### config.mk
export PLATFORM = sky130hd
export DESIGN_NAME = localbus_frame_decoder
export DESIGN_NICKNAME = d
export VERILOG_FILES = /design/src/rtl/localbus_pkg.sv /design/src/rtl/localbus_unit_arbiter.sv /design/src/rtl/localbus_frame_decoder.sv
export SDC_FILE = /design/constraint.sdc
export NUM_CORES = 1
export LEC_CHECK = 0
export CAP_MARGIN = 20
export CELL_PAD_IN_SITES_DETAIL_PLACEMENT = 2
export CELL_PAD_IN_SITES_GLOBAL_PLACEMENT = 2
export CORE_UTILIZATION = 31
export CTS_BUF_LIST = sky130_fd_sc_hd__clkbuf_2 sky130_fd_sc_hd__clkbuf_4 sky130_fd_sc_hd__clkbuf_8
export DETAILED_ROUTE_END_ITERATION = 7
export PLACE_DENSITY_LB_ADDON = 0.1
export SETUP_SLACK_MARGIN = 0.2
export SYNTH_ARGS = -nofsm -noshare
export SYNTH_HDL_FRONTEND = slang
export SYNTH_SLANG_ARGS = --single-unit
### constraint.sdc
create_clock -name CLK_I -period 3.68 [get_ports CLK_I]
set_clock_uncertainty 0.2 [all_clocks]
set_input_delay 0.552 -clock CLK_I [delete_from_list [all_inputs] [get_ports CLK_I]]
set_output_delay 0.552 -clock CLK_I [all_outputs]
set_load 0.005 [all_outputs]
### src/rtl/localbus_pkg.sv
// Shared types and constants for the local-bus frame decoder.
package localbus_pkg;

    typedef enum logic [1:0] {
        S_IDLE    = 2'd0,
        S_COLLECT = 2'd1,
        S_ISSUE   = 2'd2
    } state_t;

    typedef enum logic [1:0] {
        ERR_NONE = 2'd0,
        ERR_HDR  = 2'd1,
        ERR_SEQ  = 2'd2,
        ERR_OVR  = 2'd3
    } err_t;

    // Header (unit 0) field positions
    localparam int unsigned HDR_SYNC_LSB = 24;
    localparam int unsigned HDR_CMD_LSB  = 16;
    localparam int unsigned HDR_ADDR_LSB = 8;
    localparam int unsigned HDR_N_LSB    = 0;

    localparam logic [7:0] SYNC_DEFAULT = 8'hA5;
    localparam logic [7:0] CMD_DEFAULT  = 8'h01;

    // A header is accepted only with matching sync/command and 1..3 data units
    function automatic logic hdr_ok(input logic [31:0] hdr,
                                    input logic [7:0]  sync,
                                    input logic [7:0]  cmd);
        logic [7:0] n;
        n = hdr[HDR_N_LSB +: 8];
        return (hdr[HDR_SYNC_LSB +: 8] == sync) &&
               (hdr[HDR_CMD_LSB +: 8] == cmd) &&
               (n != 8'd0) && (n <= 8'd3);
    endfunction

endpackage

### src/rtl/localbus_unit_arbiter.sv
// Folds the four per-unit finish/data pairs into one stream, lowest index first.
module localbus_unit_arbiter #(
    parameter int unsigned UNIT_BIT_NUM = 32
) (
    input  logic [3:0]              finish,
    input  logic [UNIT_BIT_NUM-1:0] data_0,
    input  logic [UNIT_BIT_NUM-1:0] data_1,
    input  logic [UNIT_BIT_NUM-1:0] data_2,
    input  logic [UNIT_BIT_NUM-1:0] data_3,
    output logic                    hit,
    output logic [1:0]              idx,
    output logic [UNIT_BIT_NUM-1:0] data,
    output logic                    multi
);

    // Priority select of the lowest pending unit; flag cycles with more than one pulse
    always_comb begin
        hit   = 1'b0;
        idx   = 2'd0;
        data  = '0;
        multi = ((finish & (finish - 4'd1)) != 4'd0);
        if (finish[0]) begin
            hit  = 1'b1;
            idx  = 2'd0;
            data = data_0;
        end else if (finish[1]) begin
            hit  = 1'b1;
            idx  = 2'd1;
            data = data_1;
        end else if (finish[2]) begin
            hit  = 1'b1;
            idx  = 2'd2;
            data = data_2;
        end else if (finish[3]) begin
            hit  = 1'b1;
            idx  = 2'd3;
            data = data_3;
        end
    end

endmodule

### src/rtl/localbus_frame_decoder.sv
// Validates a local-bus header, collects its data units and replays them
// as register writes on a valid/ready port.
module localbus_frame_decoder
    import localbus_pkg::*;
#(
    parameter int unsigned UNIT_BIT_NUM = 32,
    parameter logic [7:0]  SYNC_BYTE    = SYNC_DEFAULT,
    parameter logic [7:0]  CMD_WRITE    = CMD_DEFAULT,
    parameter int unsigned TIMEOUT_CYC  = 1024
) (
    input  logic                    CLK_I,
    input  logic                    RST_I,
    input  logic                    LB_FINISH_0_I,
    input  logic                    LB_FINISH_1_I,
    input  logic                    LB_FINISH_2_I,
    input  logic                    LB_FINISH_3_I,
    input  logic [UNIT_BIT_NUM-1:0] LB_DATA_0_I,
    input  logic [UNIT_BIT_NUM-1:0] LB_DATA_1_I,
    input  logic [UNIT_BIT_NUM-1:0] LB_DATA_2_I,
    input  logic [UNIT_BIT_NUM-1:0] LB_DATA_3_I,
    output logic                    WR_VALID_O,
    input  logic                    WR_READY_I,
    output logic [7:0]              WR_ADDR_O,
    output logic [31:0]             WR_DATA_O,
    output logic                    BUSY_O,
    output logic                    ERR_PULSE_O,
    output logic [1:0]              ERR_CODE_O,
    output logic [15:0]             FRAME_CNT_O
);

    logic                    arb_hit;
    logic [1:0]              arb_idx;
    logic [UNIT_BIT_NUM-1:0] arb_data;
    logic                    arb_multi;

    state_t      state;
    err_t        err_code;
    logic        err_pulse;
    logic [7:0]  base_addr;
    logic [1:0]  num;
    logic [1:0]  exp_idx;
    logic        complete;
    logic [15:0] tmo_cnt;
    logic [31:0] slot [3];
    logic        wr_valid;
    logic [7:0]  wr_addr;
    logic [31:0] wr_data;
    logic [1:0]  wr_idx;
    logic [15:0] frame_cnt;

    localbus_unit_arbiter #(
        .UNIT_BIT_NUM(UNIT_BIT_NUM)
    ) u_arb (
        .finish({LB_FINISH_3_I, LB_FINISH_2_I, LB_FINISH_1_I, LB_FINISH_0_I}),
        .data_0(LB_DATA_0_I),
        .data_1(LB_DATA_1_I),
        .data_2(LB_DATA_2_I),
        .data_3(LB_DATA_3_I),
        .hit   (arb_hit),
        .idx   (arb_idx),
        .data  (arb_data),
        .multi (arb_multi)
    );

    // Frame FSM: header check, in-order collection, write replay, error/status tracking
    always_ff @(posedge CLK_I) begin
        if (RST_I) begin
            state     <= S_IDLE;
            err_code  <= ERR_NONE;
            err_pulse <= 1'b0;
            base_addr <= '0;
            num       <= '0;
            exp_idx   <= '0;
            complete  <= 1'b0;
            tmo_cnt   <= '0;
            for (int unsigned i = 0; i < 3; i++) slot[i] <= '0;
            wr_valid  <= 1'b0;
            wr_addr   <= '0;
            wr_data   <= '0;
            wr_idx    <= '0;
            frame_cnt <= '0;
        end else begin
            err_pulse <= 1'b0;
            unique case (state)
                S_IDLE: begin
                    if (arb_hit && arb_idx == 2'd0) begin
                        if (arb_multi) begin
                            err_pulse <= 1'b1;
                            err_code  <= ERR_SEQ;
                        end else if (hdr_ok(arb_data[31:0], SYNC_BYTE, CMD_WRITE)) begin
                            base_addr <= arb_data[HDR_ADDR_LSB +: 8];
                            num       <= arb_data[HDR_N_LSB +: 2];
                            exp_idx   <= 2'd1;
                            complete  <= 1'b0;
                            tmo_cnt   <= '0;
                            state     <= S_COLLECT;
                        end else begin
                            err_pulse <= 1'b1;
                            err_code  <= ERR_HDR;
                        end
                    end
                end
                S_COLLECT: begin
                    // The cycle after the last unit is a hand-over cycle into
                    // ISSUE; the frame is already whole, so pulses here overrun.
                    if (complete) begin
                        complete <= 1'b0;
                        wr_valid <= 1'b1;
                        wr_addr  <= base_addr;
                        wr_data  <= slot[0];
                        wr_idx   <= 2'd0;
                        state    <= S_ISSUE;
                        if (arb_hit) begin
                            err_pulse <= 1'b1;
                            err_code  <= ERR_OVR;
                        end
                    end else if (arb_hit) begin
                        if (arb_multi || arb_idx != exp_idx) begin
                            err_pulse <= 1'b1;
                            err_code  <= ERR_SEQ;
                            state     <= S_IDLE;
                        end else begin
                            slot[exp_idx - 2'd1] <= arb_data[31:0];
                            if (exp_idx == num) complete <= 1'b1;
                            else                exp_idx  <= exp_idx + 2'd1;
                            tmo_cnt <= tmo_cnt + 16'd1;
                        end
                    end else if (tmo_cnt == 16'(TIMEOUT_CYC - 1)) begin
                        err_pulse <= 1'b1;
                        err_code  <= ERR_SEQ;
                        state     <= S_IDLE;
                    end else begin
                        tmo_cnt <= tmo_cnt + 16'd1;
                    end
                end
                S_ISSUE: begin
                    if (arb_hit) begin
                        err_pulse <= 1'b1;
                        err_code  <= ERR_OVR;
                    end
                    if (wr_valid && WR_READY_I) begin
                        if (wr_idx == num - 2'd1) begin
                            wr_valid  <= 1'b0;
                            frame_cnt <= frame_cnt + 16'd1;
                            state     <= S_IDLE;
                        end else begin
                            wr_idx  <= wr_idx + 2'd1;
                            wr_addr <= wr_addr + 8'd1;
                            wr_data <= slot[wr_idx + 2'd1];
                        end
                    end
                end
                default: state <= S_IDLE;
            endcase
        end
    end

    assign WR_VALID_O  = wr_valid;
    assign WR_ADDR_O   = wr_addr;
    assign WR_DATA_O   = wr_data;
    assign BUSY_O      = (state != S_IDLE);
    assign ERR_PULSE_O = err_pulse;
    assign ERR_CODE_O  = err_code;
    assign FRAME_CNT_O = frame_cnt;

endmodule

## After elaboration in Yosys (flattened, before gate mapping)

Memory sizes are Yosys's and may differ from the RTL's.
Index checks and enable logic that the tools add are counted.

| storage, ports and cells | value |
|---|---|
| memories | 1 |
| memory bits (writable) | 96 |
| word-level logic and storage cells | 161 |
| bits of input ports | 135 |
| output and inout port bits | 61 |
| bits in registers | 93 |

Memory list:

| memory | depth | width | read ports | clocked after memory_dff | write ports | line | source |
|---|---|---|---|---|---|---|---|
| slot | 3 | 32 | 2 | 0 | 3 | localbus_frame_decoder.sv:44 | `logic [31:0] slot [3];` |

| operators by class | value |
|---|---|
| bitwise logic cells | 2 |
| mux-type cells | 88 |
| $lt $le $gt $ge | 1 |
| reduce and logical (&&, ||, !) cells | 24 |
| add/sub/neg operators | 8 |
| equality and inequality tests | 24 |

Operators with widths:

| operator | count |
|---|---|
| two-way mux 32 bit | 8 |
| two-way mux 16 bit | 7 |
| one-hot mux 32 bit (2 select lines) | 1 |
| two-way mux 2 bit | 29 |
| adder 16 x 1 -> 16 bit (second input constant) | 2 |
| one-hot mux 16 bit (2 select lines) | 1 |
| OR reduction 32 bit | 1 |
| two-way mux 1 bit | 31 |
| two-way mux 8 bit | 3 |
| != test 2 bit (second input constant) | 11 |
| equality test 16 x 10 -> 1 bit (second input constant) | 1 |
| one-hot mux 8 bit (2 select lines) | 1 |
| AND reduction 4 bit | 4 |
| AND reduction 7 bit | 2 |
| one-hot mux 2 bit (3 select lines) | 2 |
| != test 3 bit (second input constant) | 3 |
| adder 8 x 1 -> 8 bit (second input constant) | 1 |
| equality test 8 x 1 -> 1 bit (second input constant) | 1 |
| equality test 8 bit (second input constant) | 1 |
| <= comparator 8 x 2 -> 1 bit (second input constant) | 1 |
| != test 4 bit (second input constant) | 2 |
| one-hot mux 2 bit (2 select lines) | 2 |
| AND reduction 8 bit | 1 |
| nonzero test 8 bit | 1 |
| 19 further kinds | 30 |

## Longest topological paths before layout

| logic depth | value |
|---|---|
| depth in word-level cells | 14 |
| gate-level depth with buffers | 12 |
| gate-level depth less buffers | 8 |

## Hierarchy

A second synthesis with hierarchy kept.

| unflattened totals | value |
|---|---|
| cells, all modules | 1052 |
| area, all modules | 11144.4 µm² |

Modules (own cells, without submodules):

| module | cells an instance | times used | area an instance (µm²) |
|---|---|---|---|
| localbus_frame_decoder | 927 | 1 | 10017.1 |
| localbus_unit_arbiter | 125 | 1 | 1127.3 |

## Least setup slack after synthesis

No wires, ideal clock.

| timing | value |
|---|---|
| path type | input port to flip-flop |
| start point | input port LB_FINISH_2_I |
| end point | memory slot[0][0], enable pin |
| arrival time | 3.422 ns |
| buffers on the path | 3 |
| path slack | -0.332 ns |
| cell stages on the path | 9 |
| required time | 3.091 ns |
| setup time | 0.389 ns |
| cells stage by stage | buf_2 -> clkbuf_1 -> or3b_2 -> a2111oi_0 -> nor2_1 -> nor3_1 -> nand2_1 -> clkbuf_1 -> nand2_1 |

RTL lines:

| what | line | source |
|---|---|---|
| from (decl) | localbus_frame_decoder.sv:15 | `input logic LB_FINISH_2_I,` |
| to (decl) | localbus_frame_decoder.sv:44 |  |

## Final worst setup path

| timing | value |
|---|---|
| start point | input port LB_FINISH_3_I |
| end point | register tmo_cnt[10] |

| on the way | value |
|---|---|
| longest elaborated chain between the ends | 10 |

Ends and longest elaborated chain:

| what | line | source |
|---|---|---|
| from (decl) | localbus_frame_decoder.sv:16 | `input logic LB_FINISH_3_I,` |
| parallel branches: the longest is 10 deep, another holds <= comparator 8 x 2 -> 1 bit | n/a |  |
| to (signal assigned) | localbus_frame_decoder.sv:126 | `tmo_cnt <= tmo_cnt + 16'd1;` |
| to (signal assigned) | localbus_frame_decoder.sv:133 | `tmo_cnt <= tmo_cnt + 16'd1;` |
| to (decl) | localbus_frame_decoder.sv:43 | `logic [15:0] tmo_cnt;` |

Parallel ways; which one is timed is not known. The select of a mux whose other input is x is not followed.
A chain may end at the register's enable or synchronous reset.

==> flow_summary.toml <==
[setup_path]
worst_ep_required_time_ns = 3.95
regToRegEndpoint = "tmo_cnt[5]"
worstPathMaxFanout = 19
crit_arrival_ns = 3.65
critPathKind = "input port to flop"
crit_path_end = "tmo_cnt[10]"
worstSetupStartpoint = "LB_FINISH_3_I"
worstSetupStartpointType = "input port"
worst_r2r_startpoint = "exp_idx[0]"
cp-end-kind = "flop"
r2r_slack_ns = 0.78
rr_worst_depth = 9

[power]
power-per-cell-area_mw_per_mm2 = 373.3
total_power_mw = 5.709
power.ir.vdd_worst_uv = 210.7
static-leakage-power_nw = 5.398

[global_routing]
grt_max_degree = 83
grt_pass1_vias = 11000
grt_pass1_wl_um = 63190
grtUsageTotal_pct = 22.89
antenna_found_initial = 0
grt-ovfl-total = 0

[min_path]
hold-path-cell-count = 2
worstHoldPathType = "flop to flop"

[timing]
layout_worst_path_cycle_share_pct = 91.90
fmaxAchievable_mhz = 295.7
setup_tns_ns = 0
post-route-worst-setup-slack_ns = 0.2981
period_minus_slack_ns = 3.382
final_hold_viol_count = 0
rsz0062_at_grt = "false"
report.final.setup_viol = 0
report.final.slew_viol_count = 0
maxSlewHeadroom_pct = 48.96
worstMarginPinSlew_ns = 0.7655

[final_layout]
n_fill_cell = 3695
final-instance-count-excl-fill = 1868
post_route_cell_area_mm2 = 0.01529
drive_gt1_share_pct = 17.69
seq_area_mm2 = 0.005707
final_net_count = 1527
antenna_cells_inserted = 0
multi_input_comb_area_mm2 = 0.004898
flow.area_growth_from_synthesis_pct = 39.32

[floorplan]
design.die.area_mm2 = 0.03617
core-area_mm2 = 0.03471
die_w_um = 190.2
starting_density_pct = 31.62
design.portCount = 196
die_y_extent_um = 190.2
rows = 68

[routing]
remaining_drc_errors = 0
number_of_drc_markers_in_iteration_0 = 398
drt-vias-per-instance = 5.340
route.antenna.remaining_nets = 0
wl_um = 42120
route.vias.total = 9976
drt_pass1_iterations = 5
post_drt_wl_per_cell_um = 22.55

[clock_tree]
tritoncts.num_buffers = 42
insertion_delay_ns = 0.54
clk_root_buffer_cell = "sky130_fd_sc_hd__clkbuf_8"
cts.htree.levels = 2
clock_sinks = 221
post_cts_hold_buffer_count = 0
cts_max_path_buffers = 3
clk_pin_slew_worst_paths_ns = 0.06
tritoncts_clock_tree = "yes"

[synthesis]
synth_enable_flop_cells = 128
synth-adder-area-share_pct = 1.254
synth.ff_latch_count = 221
synthDominantAreaCellType = "sky130_fd_sc_hd__edfxtp_1"
yosys-mux-area-fraction_pct = 5.209
synth_area_mm2 = 0.01098
post_synth.cell_area_avg_um2 = 9.767
post_synthesis_compound_gate_area_fraction_pct = 19.67
simple_gate_area_share_of_the_yosys_netlist_pct = 15.12
postSynthCellCount = 1124
synth_top_family_by_area = "compound AO/OA/AOI/OAI gates"
synth_xor_xnor_area_share_pct = 1.197
postSynthNetCount = 1270
yosys_warnings = 0
synthTopCellsByArea = "sky130_fd_sc_hd__edfxtp_1 (35%), sky130_fd_sc_hd__dfxtp_1 (17%), sky130_fd_sc_hd__nor2_1 (5.5%), sky130_fd_sc_hd__mux2i_1 (5.1%), sky130_fd_sc_hd__a22oi_1 (2.8%)"
yosys.area.top_type_share_pct = 35.01
postSynth.asyncResetShare_pct = 0
yosys_most_used_dff = "sky130_fd_sc_hd__edfxtp_1"
synth-seq-area-share_pct = 51.97
synthDistinctLibCells = 58

[place]
dp_hpwl_um = 28520
place_inst = 1787
postPlaceCellArea_mm2 = 0.01416
detailedPlace.worstSlack_ns = -0.4310
port-buffer-count = 195
gp_routability_congestion = 0.7799

[job]
timing.max_cap.violations = 0

[status]
result_of_the_run = "finished clean"
cell usage in the layout (no fill, tap or decap), drive strengths merged, types with 7 or more instances in the layout:
cell type        n
a211oi          43
a21oi           40
a221oi          24
a22oi           41
and3             7
buf            107
clkbuf          68
clkdlybuf4s50  191
clkinv          11
dfxtp           93
edfxtp         128
ha              11
inv             58
mux2i           56
nand2           74
nand3           34
nor2           160
nor2b           15
nor3            18
o211ai          38
o21ai           62
o22ai           26
or2             19
xor2            10
cell families (layout without fill, tap and decap cells):
family / after synthesis / after routing
muxes: 57 / 57
buffers and inverters: 149 / 438
DFF: 221 / 221
and+or+nand+nor: 365 / 365
xor gates and xnor gates: 15 / 15
adders and majority gates: 11 / 11
AOI/OAI and AO/OA: 306 / 306
metal layers:
metal / vias to the layer above / GRT usage [%] / wire (um)
met5: - / 0 / 0
met1: 5062 / 27.92 / 18290
met2: 225 / 41.18 / 21080
li1: 4636 / - / -
met4: 0 / 6.615 / 1000
met3: 53 / 3.726 / 1750
cell type report:
cell class | instances | area share (%)
flip-flops and latches | 221 | 37.31
multi-input cells | 754 | 32.03
repair buffers | 302 | 19.94
inverters | 60 | 1.473
clock inverters | 10 | 0.3190
well taps | 455 | 3.722
clock buffers | 66 | 5.203
metrics by stage:
stage                     utilization [%]  hold slack, ns
after floorplan                         -          0.2491
after global placement              40.80          0.2664
after detailed placement            40.80          0.2845
after CTS                           43.48          0.2863
after global routing                44.06          0.3069
final                               44.06          0.2798
critical path, cell delays in order:
cell                              delay, ns
sky130_fd_sc_hd__clkdlybuf4s50_1       0.48
sky130_fd_sc_hd__nor2b_4               0.16
sky130_fd_sc_hd__buf_12                0.19
sky130_fd_sc_hd__a22o_1                0.20
sky130_fd_sc_hd__o221ai_2              0.13
sky130_fd_sc_hd__or4_1                 0.55
sky130_fd_sc_hd__or4b_4                0.65
sky130_fd_sc_hd__buf_12                0.20
sky130_fd_sc_hd__a211oi_2              0.25
sky130_fd_sc_hd__mux2i_1               0.24
worst min-delay path by stage:
stage,startpoint,end,slack [ns]
after detailed placement,base_addr[7],base_addr[7],0.28
after global routing,base_addr[6],base_addr[6],0.31
after floorplan,base_addr[1],base_addr[1],0.25
after global placement,base_addr[7],base_addr[7],0.27
after CTS,base_addr[6],base_addr[6],0.29
final,base_addr[6],base_addr[6],0.28
power breakdown:
group	switching, mW	internal [mW]	leakage (nW)	total [mW]
clock network	1.08	1.37	0.456	2.45
logic	0.299	0.295	2.91	0.594
registers	0.0131	2.65	2.03	2.66
total	1.39	4.32	5.40	5.71
timing repair:
| item | CTS | global route |
|---|---|---|
| gates resized for setup | 7 | 25 |
| gates cloned | 1 | 2 |
| setup buffers | 1 | 1 |
| pin swaps | 2 | 5 |
| setup endpoints to repair | 16 | 30 |
state kept, by name, indices dropped and copies added (netlist names):
signal,cells
slot,128
WR_DATA_O,32
FRAME_CNT_O,16
tmo_cnt,16
WR_ADDR_O,8
base_addr,8
ERR_CODE_O,2
exp_idx,2
num,2
state,2
wr_idx,2
ERR_PULSE_O,1
WR_VALID_O,1
complete,1
cells in the mapped netlist, drive strengths merged, types with 3 or more instances:
master / n
a211oi: 43
a21oi: 40
a221o: 4
a221oi: 24
a22o: 4
a22oi: 41
and2: 3
and3: 7
buf: 21
clkbuf: 68
dfxtp: 93
edfxtp: 128
ha: 11
inv: 58
mux2i: 56
nand2: 74
nand2b: 6
nand3: 34
nand3b: 3
nand4: 6
nor2: 160
nor2b: 15
nor3: 18
nor4: 3
o211ai: 38
o21ai: 62
o221ai: 3
o22a: 4
o22ai: 26
o31ai: 5
or2: 19
or3: 6
or4: 6
xnor2: 5
xor2: 10
Power figures use the tool's default switching activity.
